$ cat config.mk
export PLATFORM = sky130hd
export DESIGN_NAME = frequency_scheduler_flat
export DESIGN_NICKNAME = d
export VERILOG_FILES = /design/src/rtl/frequency_scheduler_if.sv /design/src/rtl/frequency_scheduler.sv /design/src/flat_wrapper.sv
export SDC_FILE = /design/constraint.sdc
export NUM_CORES = 1
export LEC_CHECK = 0
export CAP_MARGIN = 0
export CORE_MARGIN = 5
export CORE_UTILIZATION = 53
export CTS_CLUSTER_SIZE = 20
export DETAILED_ROUTE_END_ITERATION = 8
export PLACE_DENSITY = 0.73
export REMOVE_ABC_BUFFERS = 1
export SYNTH_ARGS = -nofsm -noshare
export SYNTH_HDL_FRONTEND = slang
export SYNTH_SLANG_ARGS = --single-unit
$ cat constraint.sdc
create_clock -name clk_50 -period 4.7 [get_ports clk_50]
set_input_delay 0.94 -clock clk_50 [delete_from_list [all_inputs] [get_ports clk_50]]
set_output_delay 0.94 -clock clk_50 [all_outputs]
set_load 0.02 [all_outputs]
$ cat src/rtl/frequency_scheduler_if.sv
// Call-button / motion inputs and divided-clock / request outputs of the scheduler.
interface frequency_scheduler_if #(
    parameter int unsigned BUTTONS = 3
);
    logic [BUTTONS-1:0] buttons;
    logic               moving;
    logic [BUTTONS-1:0] clear;
    logic               clk;
    logic               tick;
    logic [BUTTONS-1:0] pending;
    logic               running;

    // Controller side: drives buttons/motion/clears, observes the scheduler.
    modport master (
        output buttons, moving, clear,
        input  clk, tick, pending, running
    );

    // Scheduler side.
    modport slave (
        input  buttons, moving, clear,
        output clk, tick, pending, running
    );
endinterface

$ cat src/rtl/frequency_scheduler.sv
// Divided elevator clock with tick enable, gated by car motion and pending calls,
// plus synchronised, latched active-low call buttons.
module frequency_scheduler #(
    parameter int unsigned CLK_FREQUENCY = 25_000_000,
    parameter int unsigned BUTTONS       = 3,
    parameter int unsigned SYNC_STAGES   = 2,
    parameter int unsigned RUN_HOLD      = 2
) (
    input  logic                  clk_50,
    input  logic                  reset,
    frequency_scheduler_if.slave  bus
);

    localparam int unsigned CNT_W  = (CLK_FREQUENCY > 1) ? $clog2(CLK_FREQUENCY) : 1;
    localparam int unsigned HOLD_W = (RUN_HOLD > 0) ? $clog2(RUN_HOLD + 1) : 1;
    localparam logic [CNT_W-1:0]  CNT_LAST = CNT_W'(CLK_FREQUENCY - 1);
    localparam logic [HOLD_W-1:0] HOLD_MAX = HOLD_W'(RUN_HOLD);

    typedef enum logic [1:0] {
        IDLE = 2'd0,
        RUN  = 2'd1,
        HOLD = 2'd2
    } state_t;

    logic [BUTTONS-1:0] r_sync [SYNC_STAGES];
    logic [BUTTONS-1:0] r_prev;
    logic [BUTTONS-1:0] r_pending;
    logic [BUTTONS-1:0] w_press;
    logic               w_act;

    state_t             r_state;
    state_t             w_state_next;
    logic [CNT_W-1:0]   r_cnt;
    logic [CNT_W-1:0]   w_cnt_next;
    logic [HOLD_W-1:0]  r_hold;
    logic [HOLD_W-1:0]  w_hold_next;
    logic               r_clk;
    logic               w_clk_next;
    logic               r_tick;
    logic               w_tick_next;
    logic               r_running;
    logic               w_wrap;

    // Synchroniser chain and edge-detect history; reset to "released" so reset exit is never a press.
    always_ff @(posedge clk_50 or posedge reset) begin
        if (reset) begin
            for (int s = 0; s < int'(SYNC_STAGES); s++) begin
                r_sync[s] <= '1;
            end
            r_prev <= '1;
        end else begin
            r_sync[0] <= bus.buttons;
            for (int s = 1; s < int'(SYNC_STAGES); s++) begin
                r_sync[s] <= r_sync[s-1];
            end
            r_prev <= r_sync[SYNC_STAGES-1];
        end
    end

    assign w_press = r_prev & ~r_sync[SYNC_STAGES-1];

    // Request latch: a detected press beats a same-cycle clear.
    always_ff @(posedge clk_50 or posedge reset) begin
        if (reset) begin
            r_pending <= '0;
        end else begin
            r_pending <= (r_pending & ~bus.clear) | w_press;
        end
    end

    assign w_act  = bus.moving | (|r_pending);
    assign w_wrap = (r_cnt == CNT_LAST);

    // Next-state and divider logic; IDLE is only entered on a falling toggle so clk never runts.
    always_comb begin
        w_state_next = r_state;
        w_cnt_next   = r_cnt;
        w_hold_next  = r_hold;
        w_clk_next   = r_clk;
        w_tick_next  = 1'b0;

        case (r_state)
            IDLE: begin
                w_cnt_next  = '0;
                w_clk_next  = 1'b0;
                w_hold_next = '0;
                if (w_act) begin
                    w_state_next = RUN;
                end
            end
            RUN: begin
                w_cnt_next  = w_wrap ? '0 : r_cnt + CNT_W'(1);
                w_clk_next  = r_clk ^ w_wrap;
                w_tick_next = w_wrap & ~r_clk;
                w_hold_next = '0;
                if (!w_act) begin
                    w_state_next = HOLD;
                end
            end
            HOLD: begin
                w_cnt_next  = w_wrap ? '0 : r_cnt + CNT_W'(1);
                w_clk_next  = r_clk ^ w_wrap;
                w_tick_next = w_wrap & ~r_clk;
                if (w_act) begin
                    w_state_next = RUN;
                    w_hold_next  = '0;
                end else if (w_wrap && r_clk && (r_hold >= HOLD_MAX)) begin
                    w_state_next = IDLE;
                end else if (w_wrap && !r_clk && (r_hold < HOLD_MAX)) begin
                    w_hold_next = r_hold + HOLD_W'(1);
                end
            end
            default: begin
                w_state_next = IDLE;
                w_cnt_next   = '0;
                w_clk_next   = 1'b0;
                w_hold_next  = '0;
            end
        endcase
    end

    // State, divider and output registers.
    always_ff @(posedge clk_50 or posedge reset) begin
        if (reset) begin
            r_state   <= IDLE;
            r_cnt     <= '0;
            r_hold    <= '0;
            r_clk     <= 1'b0;
            r_tick    <= 1'b0;
            r_running <= 1'b0;
        end else begin
            r_state   <= w_state_next;
            r_cnt     <= w_cnt_next;
            r_hold    <= w_hold_next;
            r_clk     <= w_clk_next;
            r_tick    <= w_tick_next;
            r_running <= (w_state_next != IDLE);
        end
    end

    assign bus.clk     = r_clk;
    assign bus.tick    = r_tick;
    assign bus.pending = r_pending;
    assign bus.running = r_running;

endmodule

$ cat src/flat_wrapper.sv
// flat-port wrapper written by rule: the top's interface ports become plain ports
module frequency_scheduler_flat 
#(
    parameter int unsigned CLK_FREQUENCY = 25_000_000,
    parameter int unsigned BUTTONS       = 3,
    parameter int unsigned SYNC_STAGES   = 2,
    parameter int unsigned RUN_HOLD      = 2
)
  (clk_50, reset, bus_buttons, bus_moving, bus_clear, bus_clk, bus_tick, bus_pending, bus_running);
  frequency_scheduler_if #(.BUTTONS(BUTTONS)) bus_i ();
  input  logic clk_50;
  input  logic reset;
  input wire logic [$bits(bus_i.buttons)-1:0] bus_buttons;
  input wire logic [$bits(bus_i.moving)-1:0] bus_moving;
  input wire logic [$bits(bus_i.clear)-1:0] bus_clear;
  output wire logic [$bits(bus_i.clk)-1:0] bus_clk;
  output wire logic [$bits(bus_i.tick)-1:0] bus_tick;
  output wire logic [$bits(bus_i.pending)-1:0] bus_pending;
  output wire logic [$bits(bus_i.running)-1:0] bus_running;
  assign bus_i.buttons = bus_buttons;
  assign bus_i.moving = bus_moving;
  assign bus_i.clear = bus_clear;
  assign bus_clk = bus_i.clk;
  assign bus_tick = bus_i.tick;
  assign bus_pending = bus_i.pending;
  assign bus_running = bus_i.running;
  frequency_scheduler #(.CLK_FREQUENCY(CLK_FREQUENCY), .BUTTONS(BUTTONS), .SYNC_STAGES(SYNC_STAGES), .RUN_HOLD(RUN_HOLD)) u_core (.clk_50(clk_50), .reset(reset), .bus(bus_i));
endmodule
==> results of run 1 <==
[power by group]
group	internal (mW)	leakage [nW]	switching [mW]	total, mW
clock	0.160	0.0548	0.135	0.295
combinational	0.0776	0.361	0.124	0.201
sequential	0.410	0.571	0.0243	0.434
total	0.647	0.987	0.283	0.930
[sequential cells by signal, indices dropped and copies added (netlist names)]
signal / cells
u_core.r_cnt: 25
u_core.bus.pending: 3
u_core.bus.clk: 1
u_core.r_sync: 6
u_core.bus.tick: 1
u_core.r_hold: 2
u_core.r_state: 2
u_core.r_prev: 3
u_core.bus.running: 1
[per-layer routing]
metal	vias to the layer above	part of all wire [%]
met5	-	0
met4	0	1.2
met3	7	4.4
met2	33	51
met1	720	44
li1	725	-
[worst max-delay path: stages (launching register included)]
cell,delay [ps]
dfrtp_1,410
ha_1,240
and4_1,300
nand2_1,160
nor4_1,450
ha_1,240
a21bo_2,230
or3_1,300
a21oi_1,140
[final cells by class]
type | instances | area (um^2) | share of cell area (%)
clock buffer | 5 | 68.82 | 2.901
clock inverter | 3 | 46.29 | 1.951
inverter | 16 | 60.06 | 2.532
multi-input combinational | 130 | 869.6 | 36.66
sequential | 44 | 1112 | 46.89
tap | 48 | 60.06 | 2.532
timing repair buffer | 16 | 155.1 | 6.540
[cells in the mapped netlist]
library cell  instances  area share (%)
a21bo_2               1            0.48
a21oi_1              11             2.7
a21oi_2               2            0.85
a221oi_1              1            0.42
and2_1                4             1.2
and3_1                1            0.30
and3_2                1            0.36
and4_1                1            0.42
and4_2                1            0.48
and4b_1               1            0.48
buf_2                 1            0.24
buf_4                 2            0.73
buf_6                 1            0.55
clkbuf_1              1            0.18
dfrtp_1              35              42
dfstp_2               9              11
ha_1                  8             4.8
inv_1                16             2.9
nand2_1               7             1.3
nand3_1              10             2.4
nand4_1               5             1.5
nand4_2               1            0.61
nor2_1               20             3.6
nor2b_1               1            0.30
nor3_1                2            0.48
nor4_1                3            0.91
o21ai_0              10             2.4
o21bai_1              1            0.36
o22ai_1               3            0.91
o31a_1                1            0.42
o31ai_1               6             2.2
o41ai_2               1            0.79
or2_4                 1            0.42
or3_1                 6             1.8
or4_1                 5             1.8
or4_4                 3             1.6
xnor2_1               6             2.5
xor2_1                6             2.5
[final timing paths]
check | to | startpoint | cells after the start | slack, ps
max in group asynchronous | u_core.r_sync[0] | reset | 3 | 3250
hold reg to reg | u_core.r_sync[1] | u_core.r_sync[4] | 0 | 360
hold / removal | u_core.r_sync[1] | u_core.r_sync[4] | 0 | 360
setup reg to reg | u_core.r_hold[0] | u_core.r_cnt[0] | 8 | 2160
min in group asynchronous | u_core.r_state[1] | reset | 3 | 1070
setup / recovery | u_core.r_hold[0] | u_core.r_cnt[0] | 8 | 2160
[logic make-up (layout without fill, tap and decap cells)]
family                   Yosys count  after routing  share of synthesized area [%]
buffers and inverters             21             40                          4.603
AND/OR/NAND/NOR                   73             73                          20.11
XOR/XNOR                          12             12                          5.088
adder cells (fa/ha/maj)            8              8                          4.846
flip-flops                        44             44                          53.85
AO/OA/AOI/OAI                     37             37                          11.51
==> results.py, run 1 <==
metrics = {
    "status": {
        "outcome": "complete, no violations",
    },
    "die": {
        "start_util_pct": 55.59,
        "fp.dieArea_um2": 5246,
        "core_area_um2": 3716,
        "rows": 22,
        "die_x_um": 72.43,
        "die_h_um": 72.43,
        "pin_count": 15,
    },
    "synthesis": {
        "synth_seq_area_share_pct": 53.85,
        "netlist_instances": 195,
        "synth.distinct_cells": 38,
        "synth.avg_cell_area_um2": 10.59,
        "ys_ff_latch": 44,
        "syn_area_um2": 2066,
        "yosys_warnings": 0,
    },
    "route": {
        "drc_errors": 0,
        "via_per_inst": 5.668,
        "vias": 1485,
        "finalWirelength_um": 3783,
        "wl_per_cell_um": 14.44,
        "ant_nets": 0,
        "dr.pass1.iters": 4,
        "drt_iter0_drc": 97,
    },
    "setup_path": {
        "worstSetupEndpointType": "register",
        "cp-start-kind": "register",
        "arrival_ps": 2780,
        "critPathRequiredTime_ps": 4940,
        "crit_fanout": 5,
        "critPathKind": "reg2reg",
    },
    "clock_tree": {
        "cts_root_buffer": "clkbuf_8",
        "cts_tree": "done",
        "post_cts_buffers": 0,
        "path_clk_slew_ps": 90,
        "cts_resized": 0,
        "numCtsBuffers": 5,
        "cts_max_path_buffers": 2,
        "htreeDepth": 2,
        "cts_hold_buffers": 0,
        "clock_sinks": 44,
        "clock_latency_ps": 300,
    },
    "place": {
        "dpl.cell_count": 254,
        "io_buffers": 14,
        "pre_cts_ws_ps": 2188,
        "dp_hpwl_um": 2671,
        "placement.cell_area_um2": 2257,
        "place.gp.congestion": 0.7374,
    },
    "global_route": {
        "grt_use_total_pct": 16.37,
        "busiest_layer": "met2",
        "grt_pass1_vias": 1501,
        "grt_remaining_overflow": 0,
        "grt_first_pass_wirelength_um": 6679,
        "globalRouteMet3Util_pct": 5.402,
        "met1_usage_pct": 20.04,
        "antenna_found_initial": 0,
        "use_met2_pct": 26.69,
        "grt_max_degree": 45,
    },
    "sta": {
        "skew_ps": 8.551,
        "setup_tns_ps": 0,
        "period_share_pct": 54.05,
        "grt_setup_unrepaired": "no",
        "fin_hold_ws_ps": 359.3,
        "fin_crit_ps": 2540,
        "max_freq_mhz": 393.6,
        "slew_headroom_pct": 64.39,
        "worst_slew_pin_slew_ps": 534.1,
        "setup_viol": 0,
        "setup_ws_ps": 2160,
        "slew_viol_final": 0,
        "hold_viol": 0,
    },
    "worst_hold_path": {
        "hold_class": "reg2reg",
    },
    "final_layout": {
        "fill_cells": 291,
        "drive_gt1_share_pct": 14.02,
        "finalInstanceArea_um2": 2372,
        "diodes": 0,
        "fin_cells": 262,
        "layout_commonest_cell": "dfrtp_1",
        "final_cell_mix": "dfrtp_1, nor2_1, inv_1",
        "synthToLayoutAreaGrowth_pct": 14.84,
        "nets": 230,
        "final_util_pct": 63.84,
    },
    "flow_run": {
        "drv_cap": 0,
    },
    "power_and_ir_drop": {
        "ir_drop_uv": 236.6,
        "power_leakage_nw": 0.9867,
        "pwr_density_cell_nw_per_um2": 392.0,
        "total_power_uw": 930.0,
    },
}
No activity file was read; power rests on OpenSTA's default activity.
==> run 2, diff against run 1 <==
==> constraint.sdc (replaced) <==
create_clock -name clk_50 -period 2.35 [get_ports clk_50]
set_input_delay 0.47 -clock clk_50 [delete_from_list [all_inputs] [get_ports clk_50]]
set_output_delay 0.47 -clock clk_50 [all_outputs]
set_load 0.02 [all_outputs]
==> results.py, run 2 (same netlist as run 1, synthesis figures left out) <==
metrics = {
    "status": {
        "outcome": "complete, no violations",
    },
    "worst_hold_path": {
        "hold_class": "reg2reg",
        "min-delay-start": "u_core.r_sync[4]",
    },
    "final_layout": {
        "layout_commonest_cell": "dfrtp_1",
        "fin_cells": 267,
        "synthToLayoutAreaGrowth_pct": 18.66,
        "diodes": 0,
        "largest_register_ffs": 25,
        "drive_gt1_share_pct": 18.72,
        "final_cell_mix": "dfrtp_1, nor2_1, inv_1",
        "nets": 235,
        "regMostFlops": "u_core.r_cnt",
        "largestRegisters": "u_core.r_cnt x25, u_core.r_sync x6",
    },
    "global_route": {
        "grt_pass1_vias": 1541,
        "globalRouteMet3Util_pct": 4.432,
        "grt_use_total_pct": 16.05,
        "grt_max_degree": 45,
        "grt_first_pass_wirelength_um": 6617,
        "busiest_layer": "met2",
        "met1_usage_pct": 19.15,
        "use_met2_pct": 27.00,
        "antenna_found_initial": 0,
        "grt_remaining_overflow": 0,
    },
    "setup_path": {
        "critPathKind": "reg2reg",
        "crit_fanout": 6,
        "reg2reg_setup_slack_ps": 130,
        "crit_path_start": "u_core.r_cnt[8]",
        "worstSetupEndpointType": "register",
        "r2r-end": "u_core.r_hold[0]",
        "r2r-start": "u_core.r_cnt[8]",
        "arrival_ps": 2450,
        "critPathRequiredTime_ps": 2580,
        "crit_end": "u_core.r_hold[0]",
        "reg2regPathDepth": 7,
        "cp-start-kind": "register",
    },
    "sta": {
        "max_freq_mhz": 450.4,
        "grt_setup_unrepaired": "yes",
        "fin_hold_ws_ps": 361.6,
        "slew_viol_final": 0,
        "worst_slew_pin_slew_ps": 538.9,
        "skew_ps": 2.307,
        "period_share_pct": 94.49,
        "slew_headroom_pct": 64.07,
        "fin_crit_ps": 2220,
        "setup_viol": 0,
        "hold_viol": 0,
    },
    "route": {
        "wl_per_cell_um": 14.88,
        "ant_nets": 0,
        "drc_errors": 0,
        "drt_iter0_drc": 62,
        "via_per_inst": 5.715,
        "dr.pass1.iters": 4,
        "finalWirelength_um": 3972,
        "vias": 1526,
    },
    "die": {
        "pin_count": 15,
        "core_area_um2": 3716,
        "rows": 22,
        "fp.dieArea_um2": 5246,
        "start_util_pct": 55.59,
        "die_h_um": 72.43,
        "die_x_um": 72.43,
    },
    "place": {
        "dp_hpwl_um": 2756,
        "io_buffers": 14,
        "dpl.cell_count": 257,
        "place.gp.congestion": 0.7678,
    },
    "clock_tree": {
        "htreeDepth": 2,
        "clock_sinks": 44,
        "cts_tree": "done",
        "cts_hold_buffers": 0,
        "path_clk_slew_ps": 80,
        "numCtsBuffers": 5,
        "cts_root_buffer": "clkbuf_8",
        "clock_latency_ps": 300,
        "cts_max_path_buffers": 2,
    },
    "power_and_ir_drop": {
        "pwr_density_cell_nw_per_um2": 761.2,
        "power_leakage_nw": 1.031,
        "ir_drop_uv": 469.6,
    },
    "flow_run": {
        "drv_cap": 0,
    },
}
## run 2: changes by cell type in the layout (fill, tap and decap cells not counted), sizes merged
| cell | previous run | this run |
|---|---|---|
| buf | 2 | 7 |
## run 2: final cells by class
cell class	count	area (um^2)
multi-input combinational	130	908.4
tap	48	60.06
clock buffer	5	68.82
clock inverter	3	46.29
fill	296	1265
sequential	44	1115
inverter	16	60.06
timing repair buffer	21	192.7
## run 2: power by group
| group | internal [mW] | switching (mW) | total [mW] |
|---|---|---|---|
| Sequential | 0.820 | 0.0476 | 0.867 |
| Clock | 0.320 | 0.271 | 0.592 |
| Combinational | 0.169 | 0.238 | 0.407 |
| Total | 1.31 | 0.557 | 1.87 |
## run 2: repair_timing
action | CTS | global route
pin swaps | 0 | 3
buffers inserted | 0 | 2
setup endpoints to repair | 1 | 3
gates resized for setup | 1 | 7
## run 2: worst max-delay path, stage by stage, from the launching register on
cell and delay (ps):
dfrtp_2 460, nor4_4 300, nand3_2 170, nor4_4 320, ha_1 200, a21bo_2 230
or3_1 330, a21oi_2 150
## run 2: worst min path at each step
stage,cells after the start,end
6_report,0,u_core.r_sync[1]
5_1_grt,0,u_core.r_sync[0]
4_1_cts,0,u_core.r_sync[1]
3_5_place_dp,0,u_core.r_sync[1]
3_3_place_gp,0,u_core.r_sync[1]
2_1_floorplan,0,u_core.r_sync[0]
## run 2: stage by stage
step	setup WS, ps	total power [mW]	utilization (%)	instance area, um^2	setup TNS, ps
6_report	129.5	1.866	65.96	2451	0
5_1_grt	-12.70	1.962	65.96	2451	-12.70
4_1_cts	59.94	1.878	64.61	2401	0
3_5_place_dp	-1.364	1.290	61.35	2280	-1.364
3_3_place_gp	121.2	1.264	61.35	2280	0
2_1_floorplan	-160.3	1.115	-	2031	-3212
## run 2: per-layer routing
layer  part of all wire (%)  vias up
li1                       -      736
met1                     44      766
met2                     52       19
met3                    2.8        5
met4                    1.2        0
met5                      0        -
==> run 3, diff against run 2 <==
--- a/config.mk
+++ b/config.mk
@@ -8,7 +8,6 @@
 export CAP_MARGIN = 0
 export CORE_MARGIN = 5
 export CORE_UTILIZATION = 53
-export CTS_CLUSTER_SIZE = 20
 export DETAILED_ROUTE_END_ITERATION = 8
 export PLACE_DENSITY = 0.73
 export REMOVE_ABC_BUFFERS = 1
==> results of run 3 <==
The final DEF is identical to that of run 2; final timing and power are the same.
